===== src/rtl/mac_crc_engine.sv =====
// ============================================================================
// mac_crc_engine
// ----------------------------------------------------------------------------
// Streaming Ethernet CRC-32 engine. Frames arrive as beats of DATA_BYTES
// bytes (byte 0 first on the wire). In generate mode the frame FCS is
// produced; in check mode the frame already carries its FCS and the engine
// flags whether the CRC register lands on the Ethernet residue. One result is
// produced per frame, and per-frame statistics are kept in saturating
// counters.
//
// Handshakes: a beat transfers on a rising edge where in_valid && in_ready;
// a result transfers on a rising edge where out_valid && out_ready. A valid
// side holds its payload stable until the transfer; in_ready depends
// combinationally on out_valid/out_ready only, never on in_valid.
//
// Ports:
//   clk, rst          clock, asynchronous active-high reset
//   in_valid/in_ready input beat handshake
//   in_data           beat bytes, byte 0 = in_data[7:0]
//   in_keep           per-byte valid, only looked at on the last beat
//   in_last           last beat of the frame
//   check_mode        0 = generate, 1 = check; taken from the first beat
//   out_valid/ready   result handshake
//   crc_out           final CRC (register XOR all-ones)
//   crc_match         check-mode pass flag
//   protocol_err      last beat carried an illegal in_keep
//   frame_cnt         completed frames (saturating)
//   crc_err_cnt       failed check-mode frames (saturating)
//   dbg_state         FSM state (0 = IDLE, 1 = ACCUM, 2 = DONE)
// ============================================================================
module mac_crc_engine #(
    parameter int DATA_BYTES = 1,
    parameter int CNT_W      = 16
) (
    input  logic                    clk,
    input  logic                    rst,
    input  logic                    in_valid,
    output logic                    in_ready,
    input  logic [8*DATA_BYTES-1:0] in_data,
    input  logic [DATA_BYTES-1:0]   in_keep,
    input  logic                    in_last,
    input  logic                    check_mode,
    output logic                    out_valid,
    input  logic                    out_ready,
    output logic [31:0]             crc_out,
    output logic                    crc_match,
    output logic                    protocol_err,
    output logic [CNT_W-1:0]        frame_cnt,
    output logic [CNT_W-1:0]        crc_err_cnt,
    output logic [1:0]              dbg_state
);

    localparam logic [31:0]      POLY    = 32'hEDB88320;
    localparam logic [31:0]      SEED    = 32'hFFFFFFFF;
    localparam logic [31:0]      RESIDUE = 32'hDEBB20E3;
    localparam logic [CNT_W-1:0] CNT_ONE = {{(CNT_W-1){1'b0}}, 1'b1};

    typedef enum logic [1:0] {
        ST_IDLE  = 2'd0,
        ST_ACCUM = 2'd1,
        ST_DONE  = 2'd2
    } state_t;

    state_t                r_state;
    logic [31:0]           r_crc;
    logic                  r_mode;
    logic                  r_out_valid;
    logic [31:0]           r_crc_out;
    logic                  r_crc_match;
    logic                  r_protocol_err;
    logic [CNT_W-1:0]      r_frame_cnt;
    logic [CNT_W-1:0]      r_crc_err_cnt;

    logic                  w_accept;
    logic                  w_mode;
    logic                  w_run;
    logic                  w_keep_bad;
    logic                  w_match;
    logic [DATA_BYTES-1:0] w_incl;
    logic [31:0]           w_crc_next;

    assign in_ready = !r_out_valid || out_ready;
    assign w_accept = in_valid && in_ready;

    // Mode is captured on the first beat; later beats reuse the latched copy.
    assign w_mode = (r_state == ST_ACCUM) ? r_mode : check_mode;

    // Byte inclusion: every byte on non-last beats; on the last beat only the
    // leading run of ones in in_keep. Anything other than a non-empty leading
    // run (zero, or holes) is reported as a protocol error.
    always_comb begin : keep_decode
        w_incl     = '1;
        w_run      = 1'b1;
        w_keep_bad = 1'b0;
        if (in_last) begin
            for (int i = 0; i < DATA_BYTES; i++) begin
                w_run     = w_run & in_keep[i];
                w_incl[i] = w_run;
            end
            w_keep_bad = (w_incl != in_keep) || !in_keep[0];
        end
    end

    // Bit-serial reflected CRC unrolled over all included bytes of the beat.
    always_comb begin : crc_comb
        w_crc_next = r_crc;
        for (int b = 0; b < DATA_BYTES; b++) begin
            if (w_incl[b]) begin
                for (int i = 0; i < 8; i++) begin
                    if (w_crc_next[0] ^ in_data[8*b+i]) begin
                        w_crc_next = (w_crc_next >> 1) ^ POLY;
                    end else begin
                        w_crc_next = w_crc_next >> 1;
                    end
                end
            end
        end
    end

    assign w_match = w_mode && (w_crc_next == RESIDUE);

    always_ff @(posedge clk or posedge rst) begin
        if (rst) begin
            r_state        <= ST_IDLE;
            r_crc          <= SEED;
            r_mode         <= 1'b0;
            r_out_valid    <= 1'b0;
            r_crc_out      <= 32'h0;
            r_crc_match    <= 1'b0;
            r_protocol_err <= 1'b0;
            r_frame_cnt    <= '0;
            r_crc_err_cnt  <= '0;
        end else begin
            // A consumed result drops out_valid unless a new one lands below.
            if (out_ready) begin
                r_out_valid <= 1'b0;
            end
            if (w_accept) begin
                r_mode <= w_mode;
                if (in_last) begin
                    r_state        <= ST_DONE;
                    // Re-seed right away so the next frame can start next cycle.
                    r_crc          <= SEED;
                    r_out_valid    <= 1'b1;
                    r_crc_out      <= w_crc_next ^ SEED;
                    r_crc_match    <= w_match;
                    r_protocol_err <= w_keep_bad;
                    if (r_frame_cnt != '1) begin
                        r_frame_cnt <= r_frame_cnt + CNT_ONE;
                    end
                    if (w_mode && !w_match && (r_crc_err_cnt != '1)) begin
                        r_crc_err_cnt <= r_crc_err_cnt + CNT_ONE;
                    end
                end else begin
                    r_state <= ST_ACCUM;
                    r_crc   <= w_crc_next;
                end
            end else if ((r_state == ST_DONE) && out_ready) begin
                r_state <= ST_IDLE;
            end
        end
    end

    assign out_valid    = r_out_valid;
    assign crc_out      = r_crc_out;
    assign crc_match    = r_crc_match;
    assign protocol_err = r_protocol_err;
    assign frame_cnt    = r_frame_cnt;
    assign crc_err_cnt  = r_crc_err_cnt;
    assign dbg_state    = r_state;

endmodule


===== config.mk =====
export PLATFORM = sky130hd
export DESIGN_NAME = mac_crc_engine
export DESIGN_NICKNAME = d
export VERILOG_FILES = /design/src/rtl/mac_crc_engine.sv
export SDC_FILE = /design/constraint.sdc
export NUM_CORES = 1
export LEC_CHECK = 0
export ABC_CLOCK_PERIOD_IN_PS = 4900
export BUFFER_PORTS_ARGS = -buffer_cell sky130_fd_sc_hd__buf_2
export CAP_MARGIN = 20
export CORE_MARGIN = 3
export CORE_UTILIZATION = 60
export CTS_BUF_LIST = sky130_fd_sc_hd__clkbuf_2 sky130_fd_sc_hd__clkbuf_4 sky130_fd_sc_hd__clkbuf_8
export DETAILED_ROUTE_END_ITERATION = 8
export PLACE_DENSITY_LB_ADDON = 0.12
export SYNTH_ARGS = -nofsm -noshare
export SYNTH_HDL_FRONTEND = slang
export SYNTH_SLANG_ARGS = --single-unit
export TNS_END_PERCENT = 50

===== constraint.sdc =====
create_clock -name clk -period 4.9 [get_ports clk]
set_clock_uncertainty 0.05 [all_clocks]
set_input_delay 0.245 -clock clk [delete_from_list [all_inputs] [get_ports clk]]
set_output_delay 0.245 -clock clk [all_outputs]
set_load 0.01 [all_outputs]

==> qor.csv, run 1 <==
stage;metric;value;unit
clocking;numCtsBuffers;9;
yosys;yosys.area_share.simple;15.77;%
place;place_inst;763;
sta;drv_slew;0;
drt;postRouteAntennaNets;0;
power_and_ir_drop;ir_worst_vdd;365.1;uV
grt;grtUsageTotal;25.26;%
power_and_ir_drop;p_per_area;717.0;mW/mm^2
floorplanning;die_h;106.6;um
sta;fin_crit;3.433;ns
finish;seqCellArea;0.002592;mm^2
sta;worstMarginPinSlew;0.7585;ns
yosys;async_flop_share;100.0;%
drt;via_per_inst;5.749;
grt;antenna_found_initial;0;
drt;dr.first_iter.drc_count;321;
yosys;synthAdderAreaFrac;0.4124;%
setup_path;startpoint_type;register;
grt;grt_pass1_vias;4315;
power_and_ir_drop;power_leakage;3.133;nW
sta;relSlewSlack;49.43;%
finish;post-route-util;69.39;%
drt;wl_per_cell;17.58;um
sta;post-route-period-util;70.07;%
setup_path;worstPathRequired;5.12;ns
yosys;synth_nets;584;
finish;multi_input_area;0.003312;mm^2
grt;grt_max_degree;63;
sta;finalSetupViolations;0;
clocking;cts_tree;done;
setup_path;arrival;3.66;ns
yosys;synth_xor_area_share;20.56;%
floorplanning;core_area;0.009819;mm^2
finish;antenna_cells;0;
floorplanning;die_w;106.6;um
drt;first_pass_iters;5;
yosys;synth.area.mux_share;5.546;%
worst_hold_path;min_from;in_keep;
floorplanning;start_util;61.80;%
drt;vias;4490;
place;gp_congestion;0.8860;
yosys;synth-compound-area-share;12.16;%
clocking;clockRootBuffer;clkbuf_8;
yosys;yosysWarnings;0;
floorplanning;row_count;36;
place;dp_hpwl;9721;um
clocking;clockBufferDepth;2;
setup_path;crit_path_end_kind;register;
sta;rsz0062_at_grt;no;
grt;grt_first_pass_wirelength;22460;um
clocking;cts.sinks;102;
sta;fmax;291.3;MHz
floorplanning;dieArea;0.01136;mm^2
floorplanning;pin_count;85;
drt;routed_wl;13730;um
finish;fin_nets;660;
yosys;synth_area;0.006068;mm^2
status;status;finished, final reports clean;
clocking;path_clk_slew;0.10;ns
place;portBuffers;84;
yosys;ys_ff_latch;102;
job;drv_cap;0;
clocking;htreeDepth;3;
setup_path;path_max_fanout;16;
setup_path;reg2reg_from;r_crc[1];
sta;hold_viol_final;0;
yosys;synth_ff_type;dfrtp_1;
grt;overflow;0;
setup_path;reg2reg_depth;10;
yosys;yosysSeqAreaShare;42.72;%
yosys;synth_edf_count;0;
drt;route.detailed.drc;0;
worst_hold_path;hold_class;input pin to register;
yosys;syn_avg_cell_area;10.70;um^2
clocking;clk_latency;0.38;ns
finish;final_cell_count_no_fill;781;
setup_path;worstSetupPathType;register to register;
worst_hold_path;min_path_cells;2;
finish;drive_gt1_share;28.09;%
finish;fillers;791;
sta;setup_tns;0;ns
yosys;yosysUniqueCellTypes;61;
yosys;syn_inst;567;
yosys;synth_top_family_by_area;XOR/XNOR gates;
finish;area.growth.synth_to_final;12.29;%
setup_path;crit_path_start;r_crc[1];
-- layout by cell type (no fill, tap or decap), types with 10 or more instances in the layout --
cell | netlist | routed
xnor3_1 | 19 | 19
xnor2_1 | 34 | 34
buf_2 | 2 | 84
nand2_1 | 45 | 45
o21ai_0 | 27 | 27
mux2_2 | 17 | 17
inv_1 | 13 | 12
mux2i_1 | 13 | 13
dfrtp_1 | 70 | 70
clkbuf_8 | 0 | 10
nor3_1 | 10 | 10
xor2_1 | 12 | 12
nor2_1 | 58 | 58
dfstp_2 | 32 | 32
a21oi_1 | 50 | 50
nand4_1 | 13 | 13
-- routing by layer --
layer	GRT usage, %	wire (um)
met1	36.66	6325
met2	39.57	6524
met3	3.825	649
met4	7.671	230
met5	0	0
-- state kept, by name, summed over array words and instances, names as in the netlist --
name          flops
frame_cnt        16
r_mode            1
crc_err_cnt      16
r_crc            32
crc_out          32
dbg_state         2
crc_match         1
out_valid         1
protocol_err      1
-- metrics by stage --
stage                     hold WS (ns)  setup WS, ns  cell area [um^2]  total power, mW
after global routing           0.05916         1.309              6814            5.205
after detailed placement        0.2710         1.514              6610            4.368
after floorplan                 0.3067         1.764              6068            3.670
after CTS                      0.03832         1.486              6803            4.889
final                          0.04849         1.467              6814            4.886
after global placement          0.2669         1.613              6610            4.316
-- final cells by class --
type | count | area share [%]
clock buffers | 10 | 2.020
inverters | 13 | 0.7528
clock inverters | 6 | 0.6610
repair buffers | 95 | 7.473
flip-flops and latches | 102 | 38.05
multi-input cells | 422 | 48.60
well taps | 133 | 2.442
-- logic make-up (layout without fill, tap and decap cells) --
group,count (synthesis),after routing
buf+inv,43,124
simple gates,189,189
mux,31,31
compound gates,117,117
flops,102,102
xor+xnor,83,83
fa+ha+maj,2,2
-- critical path: stages, from the launching register on --
cell and delay [ns]:
dfstp_2 0.61, xnor2_2 0.16, xnor2_1 0.53, buf_4 0.28, xnor3_1 0.21, mux2i_1 0.12
a2111oi_2 0.41, nand4_2 0.13, buf_4 0.21, or2_4 0.33, a211o_1 0.27
-- synthesized netlist by cell type (all sizes together) (2+ instances only) --
master | n | area share [%]
or4 | 4 | 0.49
xor3 | 6 | 2.4
buf | 10 | 0.78
xor2 | 12 | 1.7
and2 | 7 | 0.72
nand4b | 2 | 0.29
a32o | 7 | 1.2
dfstp | 32 | 14
o211ai | 3 | 0.37
o21a | 2 | 0.25
and3 | 5 | 0.52
xnor3 | 19 | 7.1
or3 | 4 | 0.41
o31ai | 3 | 0.45
or2 | 3 | 0.35
a41o | 2 | 0.33
nand3 | 10 | 0.82
nor3 | 10 | 0.82
dfrtp | 70 | 29
nand2b | 8 | 0.82
nand2 | 45 | 2.8
nor2b | 5 | 0.52
nor4 | 6 | 0.87
a31o | 2 | 0.29
o22a | 4 | 0.58
inv | 13 | 0.80
nand4 | 14 | 1.5
o21ai | 29 | 2.4
mux2 | 18 | 3.4
nor2 | 58 | 3.6
and4 | 4 | 0.58
nor4bb | 2 | 0.33
xnor2 | 46 | 9.4
a21boi | 4 | 0.49
a21oi | 50 | 4.1
ha | 2 | 0.41
mux2i | 13 | 2.1
clkbuf | 20 | 1.2
-- report_power, final --
group | internal, mW | switching (mW) | leakage, nW
clock | 0.202 | 0.303 | 0.0966
combinational | 1.45 | 1.46 | 1.82
sequential | 1.19 | 0.278 | 1.22
total | 2.85 | 2.04 | 3.13
-- path summary, 6_finish.rpt --
kind	end	slack, ns
min in group asynchronous	frame_cnt[7]	0.39
worst min register to register	crc_out[12]	0.43
worst max register to register	crc_err_cnt[2]	1.47
worst min-delay path	protocol_err	0.05
max in group asynchronous	crc_out[2]	3.26
worst max-delay path	crc_err_cnt[2]	1.47
-- repair_timing --
action | 4_1_cts | 5_1_grt
hold buffers | 1 | 0
buffers inserted | 0 | 0
hold endpoints to repair | 40 | 0
gates resized for setup | 0 | 0
Power figures use the tool's default switching activity.
==> run 2: changes to the inputs <==
- ABC_CLOCK_PERIOD_IN_PS: 4900 -> 3450
- clock period: 4.9 -> 3.45 ns (I/O delays scaled with it)
==> run 2 against run 1 <==
Net effect:
- non-clock buffer count rose by 6
- setup slack lost 1.3 ns
- sequential power rose by 42%
- via count grew 2.0%
- final cell count grew 0.77%
- combinational power grew 46%
- largest cell class unchanged
- total power increased by 45%
- die area unchanged
- critical path depth is the same
- first-iteration DRC count down 6.5%
==> qor.csv, run 2 (synthesis gave the netlist of run 1 again) <==
stage;metric;value;unit;change
place;gp_congestion;0.8809;;was 0.8860
grt;overflow;0;;unchanged
grt;grt_first_pass_wirelength;23080;um;was 22460 um
power_and_ir_drop;ir_worst_vdd;533.7;uV;was 365.1 uV
finish;final_cell_mix;buf_2, dfrtp_1, nor2_1;;unchanged
place;place_inst;768;;was 763
sta;worstMarginPinSlew;0.7197;ns;was 0.7585 ns
drt;first_pass_iters;7;;was 5
power_and_ir_drop;p_seq_share;29.5;%;was 30.1%
sta;drv_slew;0;;unchanged
worst_hold_path;min_from;out_ready;;was in_keep
power_and_ir_drop;swShare;42.17;%;was 41.75%
finish;area.growth.synth_to_final;13.65;%;was 12.29%
grt;grt_max_degree;55;;was 63
setup_path;worstSetupPathType;register to register;;unchanged
power_and_ir_drop;power_leakage;3.167;nW;was 3.133 nW
setup_path;reg2reg_from;r_crc[1];;unchanged
finish;layout_commonest_cell;buf_2;;unchanged
clocking;clockRootBuffer;clkbuf_8;;unchanged
power_and_ir_drop;power.share.combinational;59.9;%;was 59.5%
finish;drive_gt1_share;28.59;%;was 28.09%
drt;postRouteAntennaNets;0;;unchanged
floorplanning;start_util;61.80;%;unchanged
clocking;path_clk_slew;0.12;ns;was 0.10 ns
floorplanning;pin_count;85;;unchanged
sta;finalSetupViolations;0;;unchanged
floorplanning;row_count;36;;unchanged
setup_path;path_max_fanout;14;;was 16
floorplanning;die_h;106.6;um;unchanged
setup_path;crit_path_end_kind;register;;unchanged
place;place_ws;0.2628;ns;was 1.514 ns
sta;hold_viol_final;0;;unchanged
sta;post-route-period-util;94.87;%;was 70.07%
finish;final_cell_count_no_fill;787;;was 781
sta;hold_slack;0.1059;ns;was 0.04849 ns
sta;fmax;305.5;MHz;was 291.3 MHz
power_and_ir_drop;clockPowerShare;10.6;%;was 10.3%
clocking;cts_tree;done;;unchanged
place;dp_hpwl;9909;um;was 9721 um
power_and_ir_drop;power.switching;2.993;mW;was 2.040 mW
grt;grt_pass1_vias;4473;;was 4315
floorplanning;dieArea;0.01136;mm^2;unchanged
finish;fillers;781;;was 791
job;drv_cap;0;;unchanged
clocking;htreeDepth;3;;unchanged
setup_path;crit_path_start;r_crc[1];;unchanged
worst_hold_path;hold_class;input pin to register;;unchanged
clocking;cts.sinks;102;;unchanged
sta;fin_crit;3.273;ns;was 3.433 ns
drt;vias;4580;;was 4490
grt;grtUsageTotal;25.77;%;was 25.26%
sta;rsz0062_at_grt;no;;unchanged
setup_path;startpoint_type;register;;unchanged
drt;wl_per_cell;17.42;um;was 17.58 um
setup_path;arrival;3.51;ns;was 3.66 ns
drt;route.detailed.drc;0;;unchanged
drt;dr.first_iter.drc_count;300;;was 321
clocking;numCtsBuffers;9;;unchanged
setup_path;worstPathRequired;3.68;ns;was 5.12 ns
floorplanning;core_area;0.009819;mm^2;unchanged
finish;antenna_cells;0;;unchanged
sta;setup_tns;0;ns;unchanged
clocking;clockBufferDepth;2;;unchanged
place;portBuffers;84;;unchanged
power_and_ir_drop;p_per_area;1029;mW/mm^2;was 717.0 mW/mm^2
drt;via_per_inst;5.820;;was 5.749
sta;relSlewSlack;52.02;%;was 49.43%
floorplanning;die_w;106.6;um;unchanged
finish;fin_nets;666;;was 660
power_and_ir_drop;p_int;4.105;mW;was 2.846 mW
clocking;clk_latency;0.38;ns;about the same
status;status;finished, final reports clean;;unchanged
sta;setup_ws;0.1771;ns;was 1.467 ns
grt;antenna_found_initial;0;;unchanged
power_and_ir_drop;p_total;7.098;mW;was 4.886 mW
drt;routed_wl;13710;um;was 13730 um
[run 2: power groups by stage]
stage	clock, mW	combinational, mW	sequential, mW
after global placement	0	4.11	2.09
after floorplan	0	3.09	2.12
after CTS	0.770	4.22	2.09
after detailed placement	0	4.17	2.10
after global routing	0.831	4.60	2.15
final	0.750	4.25	2.09
[run 2: final cells by class]
type / instances / area, um^2 / area share [%]
flip-flops and latches: 102 / 2592 / 37.59
well taps: 133 / 166.4 / 2.413
clock buffers: 9 / 123.9 / 1.796
inverters: 13 / 51.30 / 0.7438
clock inverters: 7 / 76.32 / 1.107
multi-input cells: 422 / 3331 / 48.29
repair buffers: 101 / 555.5 / 8.055
[run 2: path summary, 6_finish.rpt]
check,to,slack [ns],depth (start not counted)
max in group asynchronous,r_crc[23],2.12,4
min in group asynchronous,frame_cnt[7],0.38,3
hold / removal,dbg_state[1],0.11,4
setup / recovery,crc_err_cnt[14],0.18,10
setup reg to reg,crc_err_cnt[14],0.18,10
hold reg to reg,crc_out[21],0.43,2
[run 2: worst max-delay path, cell delays in order (launching register included)]
cell       delay (ns)
dfstp_2          0.43
xnor2_2          0.54
xnor3_1          0.64
xor2_1           0.35
a211oi_1         0.08
o2111ai_1        0.25
buf_4            0.20
buf_4            0.20
a21oi_1          0.10
a21boi_0         0.13
a41o_1           0.21
[run 2: routing by layer]
metal / global-route usage [%] / up-vias / wire length, um
met1: 37.08 / 2233 / 6305
met3: 5.525 / 24 / 767
li1: - / 2173 / -
met2: 39.48 / 150 / 6376
met4: 7.854 / 0 / 262
met5: 0 / - / 0
[run 2: through the flow]
stage                     util [%]  instance area (um^2)
after floorplan                  -                  6068
after global placement       67.70                  6648
after detailed placement     67.70                  6648
after CTS                    70.04                  6878
after global routing         70.23                  6897
final                        70.23                  6897
[run 2: repair_timing]
action | 4_1_cts | 5_1_grt
endpoints found under the setup margin | 0 | 1
gates resized for setup | 0 | 2
hold buffers | 3 | 0
hold endpoints to repair | 38 | 0
setup buffers | 0 | 0
